### src/rtl/button_step_gen.sv
// Push-button front end: 2-flop synchronizer, debounce FSM, one-cycle active-low
// step pulse per accepted press, optional auto-repeat while held.
module button_step_gen #(
  parameter int DEBOUNCE_CYCLES = 4,
  parameter int REPEAT_EN       = 0,
  parameter int REPEAT_DELAY    = 10,
  parameter int REPEAT_PERIOD   = 5
) (
  input  logic       clk,
  input  logic       rst,
  input  logic       btn_n,
  output logic       step_n,
  output logic       pressed,
  output logic [7:0] press_count
);

  localparam int DB_W    = $clog2(DEBOUNCE_CYCLES + 1);
  localparam int REP_MAX = (REPEAT_DELAY > REPEAT_PERIOD) ? REPEAT_DELAY : REPEAT_PERIOD;
  localparam int RP_W    = $clog2(REP_MAX + 1);

  typedef enum logic [1:0] {RELEASED, PRESS_WAIT, HELD, RELEASE_WAIT} state_t;

  logic            sync1_q, sync2_q;
  state_t          state_q, state_d;
  logic [DB_W-1:0] db_cnt_q, db_cnt_d;
  logic [RP_W-1:0] rep_cnt_q, rep_cnt_d, rep_lim;
  logic            rep_first_q, rep_first_d;
  logic            step_n_q, step_n_d;
  logic            pressed_q, pressed_d;
  logic [7:0]      press_count_q, press_count_d;

  // First repeat waits REPEAT_DELAY, later ones REPEAT_PERIOD; counter value before the pulse edge is lim.
  assign rep_lim = rep_first_q ? RP_W'(REPEAT_DELAY - 1) : RP_W'(REPEAT_PERIOD - 1);

  always_comb begin
    state_d       = state_q;
    db_cnt_d      = db_cnt_q;
    rep_cnt_d     = '0;
    rep_first_d   = 1'b1;
    step_n_d      = 1'b1;
    pressed_d     = pressed_q;
    press_count_d = press_count_q;
    case (state_q)
      RELEASED: begin
        pressed_d = 1'b0;
        if (!sync2_q) begin
          state_d  = PRESS_WAIT;
          db_cnt_d = DB_W'(1);
        end
      end
      PRESS_WAIT: begin
        if (sync2_q) begin
          state_d  = RELEASED;
          db_cnt_d = '0;
        end else if (db_cnt_q == DB_W'(DEBOUNCE_CYCLES)) begin
          state_d       = HELD;
          db_cnt_d      = '0;
          step_n_d      = 1'b0;
          pressed_d     = 1'b1;
          press_count_d = press_count_q + 8'd1;
        end else begin
          db_cnt_d = db_cnt_q + 1'b1;
        end
      end
      HELD: begin
        pressed_d = 1'b1;
        if (sync2_q) begin
          state_d  = RELEASE_WAIT;
          db_cnt_d = DB_W'(1);
        end else if (REPEAT_EN != 0) begin
          rep_first_d = rep_first_q;
          rep_cnt_d   = rep_cnt_q + 1'b1;
          if (rep_cnt_q == rep_lim) begin
            step_n_d    = 1'b0;
            rep_cnt_d   = '0;
            rep_first_d = 1'b0;
          end
        end
      end
      RELEASE_WAIT: begin
        if (!sync2_q) begin
          // Bounce back to held: no new pulse, repeat timing restarts from the delay.
          state_d  = HELD;
          db_cnt_d = '0;
        end else if (db_cnt_q == DB_W'(DEBOUNCE_CYCLES)) begin
          state_d   = RELEASED;
          db_cnt_d  = '0;
          pressed_d = 1'b0;
        end else begin
          db_cnt_d = db_cnt_q + 1'b1;
        end
      end
      default: state_d = RELEASED;
    endcase
  end

  always_ff @(posedge clk or posedge rst) begin
    if (rst) begin
      sync1_q       <= 1'b1;
      sync2_q       <= 1'b1;
      state_q       <= RELEASED;
      db_cnt_q      <= '0;
      rep_cnt_q     <= '0;
      rep_first_q   <= 1'b1;
      step_n_q      <= 1'b1;
      pressed_q     <= 1'b0;
      press_count_q <= '0;
    end else begin
      sync1_q       <= btn_n;
      sync2_q       <= sync1_q;
      state_q       <= state_d;
      db_cnt_q      <= db_cnt_d;
      rep_cnt_q     <= rep_cnt_d;
      rep_first_q   <= rep_first_d;
      step_n_q      <= step_n_d;
      pressed_q     <= pressed_d;
      press_count_q <= press_count_d;
    end
  end

  assign step_n      = step_n_q;
  assign pressed     = pressed_q;
  assign press_count = press_count_q;

endmodule

### config.mk
export PLATFORM = sky130hd
export DESIGN_NAME = button_step_gen
export DESIGN_NICKNAME = d
export VERILOG_FILES = /design/src/rtl/button_step_gen.sv
export SDC_FILE = /design/constraint.sdc
export NUM_CORES = 1
export LEC_CHECK = 0
export ABC_CLOCK_PERIOD_IN_PS = 2940
export BUFFER_PORTS_ARGS = -buffer_cell sky130_fd_sc_hd__buf_2
export CELL_PAD_IN_SITES_DETAIL_PLACEMENT = 0
export CELL_PAD_IN_SITES_GLOBAL_PLACEMENT = 1
export CORE_ASPECT_RATIO = 2
export CORE_MARGIN = 8
export CORE_UTILIZATION = 24
export CTS_CLUSTER_DIAMETER = 60
export DETAILED_ROUTE_END_ITERATION = 8
export PLACE_DENSITY_LB_ADDON = 0.1
export SETUP_SLACK_MARGIN = 0.1
export SLEW_MARGIN = 20
export SYNTH_ARGS = -nofsm -noshare
export SYNTH_HDL_FRONTEND = slang
export SYNTH_SLANG_ARGS = --single-unit
### constraint.sdc
create_clock -name clk -period 2.94 [get_ports clk]
set_clock_uncertainty 0.1 [all_clocks]
set_input_delay 0.294 -clock clk [delete_from_list [all_inputs] [get_ports clk]]
set_output_delay 0.294 -clock clk [all_outputs]
set_load 0.05 [all_outputs]
-- After elaboration in Yosys (flattened, before gate mapping)
Cells that the tools add are included.
- add/sub/neg operators: 2
- eq/ne operators: 12
- muxes and demuxes: 21
- bitwise gates (word level): 1
- reductions and logical operators: 5
- operators by type and width (operator ; number):
    3-bit two-way mux ; 5
    2-bit two-way mux ; 6
    2-bit != test (second input constant) ; 6
    3-bit one-hot mux with 4 select lines ; 1
    8-bit by 1-bit adder with 8-bit output (second input constant) ; 1
    2-bit one-hot mux with 4 select lines ; 1
    4-bit AND reduction ; 2
    1-bit two-way mux ; 7
    3-bit != test (second input constant) ; 2
    2-bit == test (second input constant) ; 2
    1-bit one-hot mux with 4 select lines ; 1
    3-bit by 1-bit adder with 3-bit output (second input constant) ; 1
    3-bit == test (second input constant) ; 1
    3-bit AND reduction ; 1
    2-bit by 1-bit == test with 1-bit output (second input constant) ; 1
    2-bit zero test ; 1
    2-bit AND reduction ; 1
    1-bit NOT ; 1
- register bits after elaboration: 17
- input port bits: 3
- output and inout bits: 10
- logic and storage cells: 48

-- Depth between registers and ports, before layout
- depth in word-level cells: 4
- depth in mapped cells: 7

-- Worst setup path before layout
Ideal clock, no wire load.
- path kind: reg2reg
- start point: register with a tool-made name
- end point: register press_count_q[7], in the netlist press_count[7]
- setup time: 0.082 ns
- arrival time: 1.422 ns
- required time: 2.758 ns
- slack: 1.337 ns
- cell stages (with the launch flop): 8
- path buffers: 1
- clock period less this slack: 1.603 ns
- path through: dfrtp_1 -> inv_1 -> ha_1 -> and4b_1 -> buf_6 -> nand4_4 -> nor2_1 -> xor2_1
- RTL lines (element ; RTL line ; RTL):
    end signal, assigned ; 117 ; press_count_q <= press_count_d;
    end, declared ; 30 ; logic [7:0] press_count_q, press_count_d;

==> impl_metrics.csv <==
group,metric,value,unit
clock_network,ctsResizeCount,0,
clock_network,clkTransAtPathRegs,0.06,ns
sta,setup_viol,0,
floorplan,core_area,3570,sq um
clock_network,clockBufferDepth,2,
placed_design,placed_cell_area,980,sq um
worst_setup_path,endpoint_kind,"flip-flop",
drt,drc,0,
clock_network,cts_tree,"built",
run_status,status,"finished, final reports clean",
global_route,antenna_found_initial,0,
worst_setup_path,max_stage_delay,0.46,ns
placed_design,dp_hpwl,1.45,mm
floorplan,initial_utilization,24.5,%
synthesis,netlist.area_leader.share,40.1,%
synthesis,synth_edf_count,0,
drt,drt_wl_total,1.81,mm
worst_setup_path,worst-path-max-fanout,8,
synthesis,syn_avg_cell_area,10.9,sq um
clock_network,postCtsHoldBufs,0,
drt,postRouteAntennaNets,0,
power_and_ir_drop,combPwrFrac,41.8,%
clock_network,h-tree-depth,1,
sta,min_period,1.84,ns
worst_setup_path,path_buf_inv,1,
worst_setup_path,rrSetupSlack,1.10,ns
synthesis,synth_cell_types,27,
synthesis,syn-cell-area,875,sq um
drt,wl_met2,1.01,mm
floorplan,chipWidth,58.7,um
sta,rsz0062_at_grt,"no",
floorplan,die-area,5950,sq um
synthesis,synthFlopType,"dfrtp_1",
final_layout,multi_input_area,403,sq um
global_route,grt.total_usage,7.00,%
worst_setup_path,critical_path.top_delay_family,"simple AND/OR/NAND/NOR gates",
global_route,grt_pass1_vias,675,
worst_setup_path,path_cells,"inv_1, ha_1, and4b_1, nand4_4, nor2_1, xor2_1",
placed_design,portBuffers,12,
worst_setup_path,cp.required,3.02,ns
final_layout,nFillCells,417,
clock_network,cts-buffers-inserted,3,
worst_setup_path,startpoint_type,"flip-flop",
sta,timing.fmax,0.543,GHz
drt,top_layer,"met4",
synthesis,synth_nets,90,
placed_design,place.gp.congestion,0.701,
final_layout,num-nets-final,105,
synthesis,yosys_register_bits,17,
sta,slew_violations,0,
synthesis,synth_warnings,0,
floorplan,die_y,101,um
final_layout,layout_commonest_cell,"dfrtp_1",
sta,period_share,62.6,%
sta,max_slew_margin,58.1,%
floorplan,rows,31,
clock_network,post_cts_buffers,0,
sta,worst_pin_slew,0.628,ns
drt,routedWlPerCell,12.7,um
final_layout,area_growth,17.2,%
final_layout,final_util,28.7,%
power_and_ir_drop,p_int,0.524,mW
drt,via_count,613,
drt,vias_per_cell,4.29,
power_and_ir_drop,clock_power_share,19.8,%
drt,dr.pass1.iters,2,
power_and_ir_drop,powerDensity,842,nW/um^2
synthesis,synth-async-reset-ratio,100,%
final_layout,final_area,1020,sq um
synthesis,syn_inst,80,
final_layout,diodes,0,
sta,fin_ws,1.10,ns
global_route,grt_max_degree,18,
worst_setup_path,cp.arrival,1.92,ns
worst_setup_path,r2r_end,"press_count[7]$_DFFE_PP0P_",
power_and_ir_drop,p_sw_share,39.2,%
sta,whs,0.0143,ns
clock_network,root_buffer,"clkbuf_8",
synthesis,ys_seq_area_share,49.1,%
drt,drt-initial-drc-count,4,
sta,hold_viol_final,0,
final_layout,seqCellArea,429,sq um
final_layout,fin_cells,143,
drt,drt-met1-wl,668,um
worst_setup_path,critPathKind,"reg2reg",
power_and_ir_drop,leakagePower,0.518,nW
synthesis,yosys-top-cells-area,"dfrtp_1, ha_1, dfstp_2, nand2_1, xnor2_1",
final_layout,layout_common_cells,"dfrtp_1, nand2_1, buf_2",
floorplan,io_pins,13,
sta,setup_tns,0,ns
global_route,grt_overflow,0,
worst_setup_path,reg2reg_depth,6,
min_path,hold_path_class,"in2async",
synthesis,yosys.area.top_type,"dfrtp_1",
power_and_ir_drop,switchingPower,0.339,mW
global_route,grt_pass1_wl,3.07,mm
placed_design,place_inst,139,
placed_design,place_ws,1.09,ns
drt,wl_met3,56,um
job,cap_violations,0,
power_and_ir_drop,seqPwrFrac,38.4,%
clock_network,clock_latency,0.25,ns
clock_network,clock-sinks,17,
power_and_ir_drop,ir_drop,0.372,mV
final_layout,final_layout_size_suffix_gt1_share,23.4,%
power_and_ir_drop,p_total,0.863,mW
worst_setup_path,critPathSlowestCell,"and4b_1",
[cells in the mapped netlist, types with 2 or more instances]
master / instances
dfrtp_1: 14
inv_1: 7
o21ai_0: 3
dfstp_2: 3
nand3b_1: 2
nand2_1: 12
nand4_1: 3
mux2i_1: 2
nor2_1: 4
xnor2_1: 4
ha_1: 7
xor2_1: 4
[kinds of logic (layout without fill, tap and decap cells)]
| family | count (synthesis) | in the layout | share of synthesized area, % |
|---|---|---|---|
| compound gates | 9 | 9 | 7.44 |
| flops | 17 | 17 | 49.1 |
| xor+xnor | 8 | 8 | 8.01 |
| mux | 3 | 3 | 3.58 |
| fa+ha+maj | 7 | 7 | 10.0 |
| simple gates | 27 | 27 | 17.0 |
| buf+inv | 9 | 23 | 4.86 |
[power groups by stage]
stage / Clock [mW] / Sequential, mW / Combinational (mW)
2_1_floorplan: 0 / 0.383 / 0.227
3_3_place_gp: 0 / 0.336 / 0.378
3_5_place_dp: 0 / 0.337 / 0.371
4_1_cts: 0.180 / 0.333 / 0.371
5_1_grt: 0.191 / 0.339 / 0.411
6_report: 0.171 / 0.331 / 0.361
[cell type report]
| type | instances | area share [%] |
|---|---|---|
| Sequential cell | 17 | 41.9 |
| Clock buffer | 4 | 4.40 |
| Tap cell | 49 | 5.98 |
| Multi-Input combinational cell | 54 | 39.3 |
| Inverter | 7 | 2.56 |
| Timing Repair Buffer | 12 | 5.86 |
[metal layers]
metal | up-vias | track usage, %
met5 | - | 0
met4 | 0 | 6.12
met3 | 7 | 1.65
met2 | 11 | 12.6
met1 | 299 | 6.18
li1 | 296 | -
[state kept, by name, indices dropped and copies added (netlist names), named ones only]
register	flops
db_cnt_q	3
sync2_q	1
press_count	8
pressed	1
step_n	1
state_q	1
sync1_q	1
[how the worst max path moves through the flow]
stage	from	to	cells after the start
6_report	flip-flop	press_count[7]$_DFFE_PP0P_	6
5_1_grt	flip-flop	press_count[7]$_DFFE_PP0P_	6
2_1_floorplan	flip-flop	press_count[7]$_DFFE_PP0P_	7
4_1_cts	flip-flop	press_count[7]$_DFFE_PP0P_	6
3_5_place_dp	flip-flop	press_count[7]$_DFFE_PP0P_	6
3_3_place_gp	flip-flop	press_count[7]$_DFFE_PP0P_	6
Power figures use the tool's default switching activity.
